**config.mk**
```make
export PLATFORM = sky130hd
export DESIGN_NAME = ram_loader
export DESIGN_NICKNAME = d
export VERILOG_FILES = /design/src/rtl/ram_loader_pkg.sv /design/src/rtl/ram_loader.sv
export SDC_FILE = /design/constraint.sdc
export NUM_CORES = 1
export LEC_CHECK = 0
export CAP_MARGIN = 0
export CORE_MARGIN = 2
export CORE_UTILIZATION = 45
export CTS_BUF_LIST = sky130_fd_sc_hd__clkbuf_4 sky130_fd_sc_hd__clkbuf_8
export CTS_CLUSTER_SIZE = 25
export DETAILED_ROUTE_END_ITERATION = 16
export GPL_TIMING_DRIVEN = 0
export PLACE_DENSITY_LB_ADDON = 0.1
export SYNTH_ARGS = -nofsm -noshare
export SYNTH_HDL_FRONTEND = slang
export SYNTH_SLANG_ARGS = --single-unit
```
**constraint.sdc**
```tcl
create_clock -name clk -period 1.9 [get_ports clk]
set_clock_uncertainty 0.1 [all_clocks]
set_input_delay 0.19 -clock clk [delete_from_list [all_inputs] [get_ports clk]]
set_output_delay 0.19 -clock clk [all_outputs]
set_load 0.005 [all_outputs]
```
**src/rtl/ram_loader_pkg.sv**
```systemverilog
// Shared types and constants for the program-RAM loader.
package ram_loader_pkg;

    typedef enum logic [2:0] {
        S_IDLE,
        S_WAIT_BYTE,
        S_SETUP,
        S_STROBE,
        S_HOLD,
        S_CHECK,
        S_DONE,
        S_ERR
    } state_t;

    localparam int         MAX_LEN = 16;
    localparam logic [7:0] CHK_OK  = 8'h00;

endpackage

```
**src/rtl/ram_loader.sv**
```systemverilog
// Streams bytes into the 16x8 program RAM through its manual-programming
// port, with an optional trailing two's-complement checksum.
module ram_loader #(
    parameter int ADDR_W        = 4,
    parameter int DATA_W        = 8,
    parameter int STROBE_CYCLES = 1,
    parameter int CHECKSUM_EN   = 1
) (
    input  logic              clk,
    input  logic              clr,
    input  logic              start,
    input  logic              abort,
    input  logic [ADDR_W:0]   len_in,
    input  logic [DATA_W-1:0] in_data,
    input  logic              in_valid,
    output logic              in_ready,
    output logic              program_mode,
    output logic [ADDR_W-1:0] addr_out,
    output logic [DATA_W-1:0] data_out,
    output logic              load_out,
    output logic              busy,
    output logic              done,
    output logic              error,
    output logic [ADDR_W:0]   loaded_cnt
);
    import ram_loader_pkg::*;

    localparam int SW = (STROBE_CYCLES > 1) ? $clog2(STROBE_CYCLES) : 1;
    localparam logic [SW-1:0] STRB_LAST = SW'(STROBE_CYCLES - 1);
    localparam logic [ADDR_W:0] LEN_MAX = (ADDR_W + 1)'(MAX_LEN);
    localparam logic [DATA_W-1:0] SUM_OK = DATA_W'(CHK_OK);

    state_t            r_state;
    logic [ADDR_W:0]   r_len;
    logic [ADDR_W-1:0] r_addr;
    logic [DATA_W-1:0] r_data;
    logic [DATA_W-1:0] r_sum;
    logic [ADDR_W:0]   r_cnt;
    logic [SW-1:0]     r_strb;
    logic              r_err;
    logic              r_pmode;

    logic              w_len_bad;
    logic [ADDR_W:0]   w_addr_p1;
    logic              w_last;
    logic [DATA_W-1:0] w_chk;

    assign w_len_bad = (len_in == '0) || (len_in > LEN_MAX);
    assign w_addr_p1 = {1'b0, r_addr} + (ADDR_W + 1)'(1);
    assign w_last    = (w_addr_p1 == r_len);
    assign w_chk     = r_sum + in_data;

    // Outputs decode the state register only, so they are glitch-free.
    assign in_ready     = (r_state == S_WAIT_BYTE) || (r_state == S_CHECK);
    assign load_out     = (r_state == S_STROBE);
    assign busy         = (r_state != S_IDLE);
    assign done         = (r_state == S_DONE);
    assign error        = r_err;
    assign program_mode = r_pmode;
    assign addr_out     = r_addr;
    assign data_out     = r_data;
    assign loaded_cnt   = r_cnt;

    always_ff @(posedge clk) begin
        if (clr) begin
            r_state <= S_IDLE;
            r_len   <= '0;
            r_addr  <= '0;
            r_data  <= '0;
            r_sum   <= '0;
            r_cnt   <= '0;
            r_strb  <= '0;
            r_err   <= 1'b0;
            r_pmode <= 1'b0;
        end else if (abort && (r_state != S_IDLE)) begin
            r_state <= S_IDLE;
            r_pmode <= 1'b0;
            r_err   <= 1'b1;
        end else begin
            unique case (r_state)
                S_IDLE: begin
                    if (start) begin
                        if (w_len_bad) begin
                            r_state <= S_ERR;
                        end else begin
                            r_len   <= len_in;
                            r_addr  <= '0;
                            r_sum   <= '0;
                            r_cnt   <= '0;
                            r_err   <= 1'b0;
                            r_pmode <= 1'b1;
                            r_state <= S_WAIT_BYTE;
                        end
                    end
                end
                S_WAIT_BYTE: begin
                    if (in_valid) begin
                        r_data  <= in_data;
                        r_sum   <= w_chk;
                        r_state <= S_SETUP;
                    end
                end
                S_SETUP: begin
                    r_strb  <= '0;
                    r_state <= S_STROBE;
                end
                S_STROBE: begin
                    if (r_strb == STRB_LAST) begin
                        r_state <= S_HOLD;
                    end else begin
                        r_strb <= r_strb + 1'b1;
                    end
                end
                S_HOLD: begin
                    r_cnt <= r_cnt + 1'b1;
                    // Address only advances after the hold cycle.
                    if (w_last) begin
                        r_state <= (CHECKSUM_EN != 0) ? S_CHECK : S_DONE;
                    end else begin
                        r_addr  <= r_addr + 1'b1;
                        r_state <= S_WAIT_BYTE;
                    end
                end
                S_CHECK: begin
                    if (in_valid) begin
                        r_state <= (w_chk == SUM_OK) ? S_DONE : S_ERR;
                    end
                end
                S_DONE: begin
                    r_pmode <= 1'b0;
                    r_state <= S_IDLE;
                end
                S_ERR: begin
                    r_err   <= 1'b1;
                    r_pmode <= 1'b0;
                    r_state <= S_IDLE;
                end
                default: r_state <= S_IDLE;
            endcase
        end
    end

endmodule

```
==> results_dict.tcl, run 1 <==
set metrics [dict create \
    p_per_area_nw_per_um2 682 \
    synth.distinct_cells 47 \
    report.final.slew_viol_count 0 \
    rows 23 \
    worst_slew_pin_slew_ns 0.523 \
    pin_count 41 \
    antenna_left 0 \
    layoutNonFillerInstCount 344 \
    globalRouteTotalUtil 0.196 \
    final_common_cell "nand2_1" \
    synth_ff_type "dfxtp_1" \
    syn_area_um2 1940 \
    worst_hold_path_type "primary input to register" \
    hold_buffers 0 \
    grt_overflow 0 \
    post-route-worst-setup-slack_ns -0.0455 \
    period_share 1.02 \
    fin_setup_tns_ns -0.0562 \
    postSynth.asyncResetShare 0 \
    synth_edf_count 0 \
    cts_sinks 35 \
    syn_nets 267 \
    status "complete, but fails checks" \
    hold_viol 0 \
    cap_viol_max_count 0 \
    critical_path.slowest_cell "fa_2" \
    post-route-cell-area_um2 2670 \
    coreArea_um2 4060 \
    grt_pass1_wl_mm 7.73 \
    path_clk_slew_ns 0.07 \
    worst_hold_slack_ns 0.237 \
    cts-root-buf "clkbuf_8" \
    slowest_delay_ns 0.35 \
    path_class "register to register" \
    grt_pass1_vias 1657 \
    critical_path.endpoint_type "register" \
    area_growth_pct 38.0 \
    initial_core_util 0.477 \
    ys_ff_latch 35 \
    multi_input_area_um2 1260 \
    first_pass_iters 4 \
    cts_buffers 5 \
    leakagePower_nw 1.01 \
    cts_tree "built" \
    htree_num_levels 2 \
    post-route-drc-count 0 \
    max_slew_margin 0.651 \
    dp_slack_ns -0.480 \
    viasPerCell 5.34 \
    mostFrequentLayoutCells "nand2_1, clkdlybuf4s50_1, dfxtp_1, a21oi_1, nor2_1" \
    vias 1838 \
    startpoint_type "register" \
    setup_violations 3 \
    crit_required_ns 1.96 \
    gp_congestion 0.845 \
    antenna_found_initial 0 \
    crit_fanout 2 \
    drive_gt1_frac 0.184 \
    worstPathCellList "ha_4 > fa_2 > a211oi_2 > buf_4 > nor2_2 > xor2_1 > nor3_2 > a31oi_1" \
    violations "negative setup slack" \
    io_buffers 39 \
    ir_drop_uv 418 \
    place.detailed.hpwl_mm 3.32 \
    worstSkewPairLatency_ns 0.28 \
    rsz0062_at_grt "true" \
    wl_per_cell_um 13.7 \
    fp.dieH_um 69.6 \
    grt_max_degree 11 \
    n_antenna_cell 0 \
    placedCellCount 328 \
    die_w_um 69.6 \
    fillers 368 \
    wl_mm 4.71 \
    post-route-min-period_ns 1.95 \
    nets 322 \
    worst-endpoint-arrival_ns 2.01 \
    yosysWarnings 0 \
    synth_cells 239 \
    max_freq_mhz 514 \
    dieArea_um2 4840 \
    place_area_um2 2410 \
    synth.avg_cell_area_um2 8.10 \
    seq_area_um2 709 \
    yosysSeqAreaShare 0.362 \
    clock_path_buffers 2 \
    drtIter0Drc 62 \
]
==> synth_stat cells (all sizes together) (4+ instances only) <==
master   n  area share
xnor2    9       0.041
dfxtp   35        0.36
nor2    18       0.039
nand2   48       0.093
nor3     9       0.026
buf      7       0.021
inv      7       0.014
o21ai    4       0.010
xor2     9       0.041
a21oi   28       0.076
nand3   12       0.031
ha       9       0.058
clkbuf   5      0.0097
==> layer usage <==
layer / GRT usage / vias to the layer above / part of all wire
met1: 0.242 / 854 / 0.45
met5: 0 / - / 0
met2: 0.337 / 35 / 0.49
met3: 0.0378 / 8 / 0.040
met4: 0.0719 / 0 / 0.015
li1: - / 941 / -
==> worst max-delay path: cells and delay by family, from the launching register on <==
family          cells  cell delay, ns
buf+inv             1            0.16
simple gates        2            0.21
xor+xnor            1            0.16
flops               1            0.33
fa+ha+maj           2            0.51
compound gates      2            0.36
==> where the power goes <==
group | switching (mW) | internal (mW) | total, mW
clock network | 0.256 | 0.284 | 0.540
registers | 0.0215 | 0.768 | 0.789
logic | 0.263 | 0.230 | 0.493
==> area by class of cell <==
type / instances / share of cell area
buffer: 11 / 0.0248
multi-input combinational: 185 / 0.470
inverter: 7 / 0.00983
sequential: 35 / 0.265
clock inverter: 1 / 0.00187
tap: 50 / 0.0234
clock buffer: 6 / 0.0309
timing repair buffer: 49 / 0.174
==> cell families after synthesis <==
| logic type | count (synthesis) | synth area share |
|---|---|---|
| AND/OR/NAND/NOR | 104 | 0.255 |
| flip-flops | 35 | 0.362 |
| AO/OA/AOI/OAI | 52 | 0.185 |
| adder cells (fa/ha/maj) | 10 | 0.0685 |
| buffers and inverters | 19 | 0.0439 |
| XOR/XNOR | 18 | 0.0814 |
| multiplexers | 1 | 0.00517 |
==> final timing paths <==
path | depth (start not counted) | start | to | slack [ns]
setup / recovery | 8 | r_sum[0]$_SDFFE_PP0P_ | r_state[0]$_SDFFE_PP0P_ | -0.05
hold / removal | 2 | clr | addr_out[3]$_SDFFE_PP0P_ | 0.24
setup reg to reg | 8 | r_sum[0]$_SDFFE_PP0P_ | r_state[0]$_SDFFE_PP0P_ | -0.05
hold reg to reg | 2 | data_out[0]$_SDFFE_PP0P_ | data_out[0]$_SDFFE_PP0P_ | 0.35
==> sequential cells by signal (all words and copies together), names as in the netlist <==
name          count
addr_out          4
data_out          8
error             1
loaded_cnt        5
program_mode      1
r_len             5
r_state           3
r_sum             8
==> metrics by stage <==
step,total power [mW],utilization
after floorplan,1.08,-
after global placement,1.23,0.594
after detailed placement,1.24,0.594
after CTS,1.80,0.636
after global routing,1.92,0.659
final,1.82,0.659
==> timing repair <==
action                     CTS  global route
resized for setup           14            17
pin swaps                   14             8
buffers inserted             5             5
setup endpoints to repair   16            27
Note: power is estimated with default switching activity, not from simulation.
==> run 2, diff against run 1 <==
--- a/config.mk
+++ b/config.mk
@@ -7,7 +7,7 @@
 export LEC_CHECK = 0
 export CAP_MARGIN = 0
 export CORE_MARGIN = 2
-export CORE_UTILIZATION = 45
+export CORE_UTILIZATION = 26
 export CTS_BUF_LIST = sky130_fd_sc_hd__clkbuf_4 sky130_fd_sc_hd__clkbuf_8
 export CTS_CLUSTER_SIZE = 25
 export DETAILED_ROUTE_END_ITERATION = 16
==> results_dict.tcl, run 2 (synthesis results as in run 1) <==
set metrics [dict create \
    gp_congestion 0.734 \
    initial_core_util 0.268 \
    place_area_um2 2470 \
    die_w_um 90.3 \
    path_buf_inv 0 \
    leakagePower_nw 1.01 \
    rsz0062_at_grt "true" \
    coreArea_um2 7210 \
    worst_hold_slack_ns 0.239 \
    report.final.slew_viol_count 0 \
    drive_gt1_frac 0.185 \
    dieArea_um2 8160 \
    grt_max_degree 11 \
    critical_path.slowest_cell "dfxtp_2" \
    clock_path_buffers 2 \
    r2r_slack_ns -0.04 \
    period_share 1.02 \
    fp.dieH_um 90.3 \
    n_antenna_cell 0 \
    grt_overflow 0 \
    path_class "register to register" \
    path_delay_family "compound AO/OA/AOI/OAI gates" \
    wl_met2_mm 2.63 \
    antenna_left 0 \
    max_freq_mhz 516 \
    cap_viol_max_count 0 \
    mostFrequentLayoutCells "nand2_1, clkdlybuf4s50_1, dfxtp_1, a21oi_1, nor2_1" \
    viasPerCell 4.60 \
    antenna_found_initial 0 \
    worst_hold_path_type "primary input to register" \
    rows 31 \
    slowest_delay_ns 0.34 \
    critical_path.endpoint_type "register" \
    min_from "clr" \
    ir_drop_uv 246 \
    r2r_cells 8 \
    worstPathCellList "ha_4 > fa_2 > a211oi_2 > o21bai_1 > a21oi_1 > xnor2_1 > nand2_1 > a21oi_2" \
    wl_met3_um 172 \
    placedCellCount 377 \
    setup_violations 3 \
    worst_slew_pin_slew_ns 0.603 \
    path_clk_slew_ns 0.07 \
    highest-signal-layer "met4" \
    io_buffers 39 \
    hold_viol 0 \
    min_path_cells 2 \
    pin_count 41 \
    crit_fanout 2 \
    nets 319 \
    post-route-min-period_ns 1.94 \
    crit_required_ns 2.02 \
    first_pass_iters 4 \
    max_slew_margin 0.598 \
    worstSkewPairLatency_ns 0.28 \
    regToRegStartpoint "r_sum[0]$_SDFFE_PP0P_" \
    vias 1797 \
    final_core_util 0.379 \
    post-route-cell-area_um2 2730 \
    r2r_end "r_sum[6]$_SDFFE_PP0P_" \
    wl_mm 5.27 \
    htree_num_levels 2 \
    grt_pass1_wl_mm 8.87 \
    cts-root-buf "clkbuf_8" \
    post-route-worst-setup-slack_ns -0.0364 \
    area_growth_pct 41.1 \
    startpoint_type "register" \
    drtIter0Drc 51 \
    grt_pass1_vias 1872 \
    hold_buffers 0 \
    wl_met1_mm 2.44 \
    post-route-drc-count 0 \
    layoutNonFillerInstCount 391 \
    power_mw 1.84 \
    worst-endpoint-arrival_ns 2.05 \
    cts_sinks 35 \
    wl_per_cell_um 13.5 \
    final_common_cell "nand2_1" \
    status "complete, but fails checks" \
    cts_buffers 5 \
    p_per_area_nw_per_um2 674 \
    globalRouteTotalUtil 0.134 \
    cts_tree "built" \
    violations "negative setup slack" \
    min_to "addr_out[3]$_SDFFE_PP0P_" \
    place.detailed.hpwl_mm 3.86 \
]
run 2: power breakdown:
part	switching, mW	total [mW]	internal (mW)
Sequential	0.0223	0.790	0.767
Combinational	0.265	0.492	0.227
Clock	0.274	0.561	0.286
run 2: timing repair:
item,CTS,global route
setup buffers,5,2
gates resized for setup,17,19
pin swaps,13,8
setup endpoints to repair,27,30
run 2: area by class of cell:
| cell class | instances | area, um2 |
|---|---|---|
| clock inverters | 1 | 5.00 |
| clock buffers | 7 | 83.8 |
| repair buffers | 46 | 444 |
| flip-flops and latches | 35 | 711 |
| fillers | 803 | 4480 |
| inverters | 7 | 26.3 |
| multi-input cells | 185 | 1270 |
| well taps | 99 | 124 |
| plain buffers | 11 | 68.8 |
run 2: per-stage QoR:
stage | setup TNS, ns | setup slack (ns)
floorplan | -0.00728 | -0.00728
global placement | -8.56 | -0.516
detailed placement | -8.25 | -0.501
CTS | -0.140 | -0.0452
global route | -0.687 | -0.151
finish | -0.0506 | -0.0364
run 2: metal layers:
layer | vias to the layer above | track usage
met3 | 2 | 0.0292
met1 | 836 | 0.161
met4 | 0 | 0.0308
met5 | - | 0
met2 | 25 | 0.244
li1 | 934 | -
run 2: worst max-delay path by stage:
stage	from	end	cells after the start
final	r_sum[0]$_SDFFE_PP0P_	r_sum[6]$_SDFFE_PP0P_	8
after global routing	r_sum[0]$_SDFFE_PP0P_	r_sum[6]$_SDFFE_PP0P_	8
after CTS	r_sum[0]$_SDFFE_PP0P_	r_sum[6]$_SDFFE_PP0P_	8
after detailed placement	in_data[0]	r_state[0]$_SDFFE_PP0P_	9
after global placement	in_data[0]	r_state[0]$_SDFFE_PP0P_	9
after floorplan	addr_out[1]$_SDFFE_PP0P_	addr_out[3]$_SDFFE_PP0P_	7
==> run 3, diff against run 2 <==
--- a/config.mk
+++ b/config.mk
@@ -12,7 +12,7 @@
 export CTS_CLUSTER_SIZE = 25
 export DETAILED_ROUTE_END_ITERATION = 16
 export GPL_TIMING_DRIVEN = 0
-export PLACE_DENSITY_LB_ADDON = 0.1
+export PLACE_DENSITY = 0.53
 export SYNTH_ARGS = -nofsm -noshare
 export SYNTH_HDL_FRONTEND = slang
 export SYNTH_SLANG_ARGS = --single-unit
==> results_dict.tcl, run 3 (synthesis results as in run 1) <==
set metrics [dict create \
    status "complete, but fails checks" \
    violations "negative setup slack" \
    max_slew_margin 0.590 \
    crit_required_ns 2.00 \
    power_mw 1.82 \
    p_per_area_nw_per_um2 657 \
    max_freq_mhz 526 \
    ir_drop_uv 332 \
    startpoint_type "primary input" \
    htree_num_levels 2 \
    antenna_left 0 \
    setup_violations 2 \
    fillers 771 \
    antenna_found_initial 0 \
    grt_overflow 0 \
    grt_max_degree 11 \
    grt_pass1_wl_mm 8.81 \
    critical_path.endpoint_type "register" \
    gp_congestion 0.761 \
    grt_pass1_vias 1864 \
    worst-endpoint-arrival_ns 2.00 \
    final_common_cell "nand2_1" \
    hold_buffers 0 \
    crit_fanout 6 \
    viasPerCell 4.65 \
    report.final.slew_viol_count 0 \
    worst_hold_path_type "primary input to register" \
    mostFrequentLayoutCells "nand2_1, clkdlybuf4s50_1, dfxtp_1, a21oi_1, nor2_1" \
    place.detailed.hpwl_mm 3.74 \
    worst_slew_pin_slew_ns 0.615 \
    critical_path.slowest_cell "clkdlybuf4s50_1" \
    worst_hold_slack_ns 0.245 \
    path_delay_family "simple AND/OR/NAND/NOR gates" \
    hold_viol 0 \
    area_growth_pct 42.9 \
    fp.dieH_um 90.3 \
    nets 322 \
    slowest_delay_ns 0.50 \
    dp_slack_ns -0.502 \
    coreArea_um2 7210 \
    initial_core_util 0.268 \
    post-route-drc-count 0 \
    drive_gt1_frac 0.201 \
    first_pass_iters 4 \
    rsz0062_at_grt "true" \
    period_share 1.00 \
    post-route-worst-setup-slack_ns -0.00274 \
    path_buf_inv 1 \
    worstSkewPairLatency_ns 0.29 \
    cts_sinks 35 \
    cts_buffers 5 \
    path_class "primary input to register" \
    post-route-min-period_ns 1.90 \
    drtIter0Drc 93 \
    rows 31 \
    wl_mm 5.24 \
    leakagePower_nw 1.02 \
    worstPathCellList "clkdlybuf4s50_1 > nor4_4 > xnor2_2 > a21oi_2 > a21oi_4 > nand2_1 > o41ai_2" \
    cts-root-buf "clkbuf_8" \
    cap_viol_max_count 0 \
    cts_tree "built" \
    vias 1823 \
    clock_path_buffers 2 \
    die_w_um 90.3 \
    wl_per_cell_um 13.4 \
    dieArea_um2 8160 \
    pin_count 41 \
    n_antenna_cell 0 \
    io_buffers 39 \
    path_clk_slew_ns 0.07 \
    globalRouteTotalUtil 0.133 \
]
## run 3: cell count changes in the layout (fill, tap and decap cells not counted), moves of 2 or more
cell,delta
a21oi_1,-2
and2_2,+2
buf_4,+2
a21oi_2,+2
## run 3: power breakdown
part,internal [mW],leakage [nW],switching (mW)
Clock,0.259,0.0406,0.263
Combinational,0.235,0.691,0.271
Sequential,0.768,0.286,0.0236
Total,1.26,1.02,0.558
## run 3: metal layers
| layer | vias to the layer above | GRT usage | share of wire |
|---|---|---|---|
| li1 | 937 | - | - |
| met1 | 845 | 0.169 | 0.46 |
| met2 | 37 | 0.222 | 0.49 |
| met3 | 4 | 0.0342 | 0.043 |
| met4 | 0 | 0.0372 | 0.0059 |
| met5 | - | 0 | 0 |
## run 3: stage by stage
| step | utilization | cells | setup TNS (ns) | area (um2) |
|---|---|---|---|---|
| finish | 0.384 | 392 | -0.00341 | 2770 |
| CTS | 0.364 | 386 | -0.0801 | 2630 |
| global placement | 0.342 | 377 | -7.42 | 2470 |
| global route | 0.384 | 392 | -0.525 | 2770 |
| floorplan | - | 239 | -0.00728 | 1960 |
| detailed placement | 0.342 | 377 | -7.92 | 2470 |
## run 3: layout make-up
class | instances | area (um2) | share of cell area
Multi-Input combinational cell | 185 | 1290 | 0.468
Sequential cell | 35 | 709 | 0.256
Timing Repair Buffer | 49 | 464 | 0.168
Tap cell | 99 | 124 | 0.0448
Clock buffer | 6 | 76.3 | 0.0276
Buffer | 11 | 72.6 | 0.0262
Inverter | 7 | 26.3 | 0.00949
## run 3: worst paths after layout
check                                               from                       end  slack, ns  cells past startpoint
worst max-delay path                           len_in[1]  addr_out[3]$_SDFFE_PP0P_     -0.003                      7
worst min-delay path                                 clr  addr_out[3]$_SDFFE_PP0P_       0.24                      2
worst max register to register     r_sum[0]$_SDFFE_PP0P_   r_state[0]$_SDFFE_PP0P_     -0.003                      8
worst min register to register  data_out[2]$_SDFFE_PP0P_  data_out[2]$_SDFFE_PP0P_       0.36                      2
## run 3: timing repair
action	in CTS	in global routing
gates resized for setup	15	26
buffers inserted	3	7
endpoints found under the setup margin	23	33
pin swaps	13	11
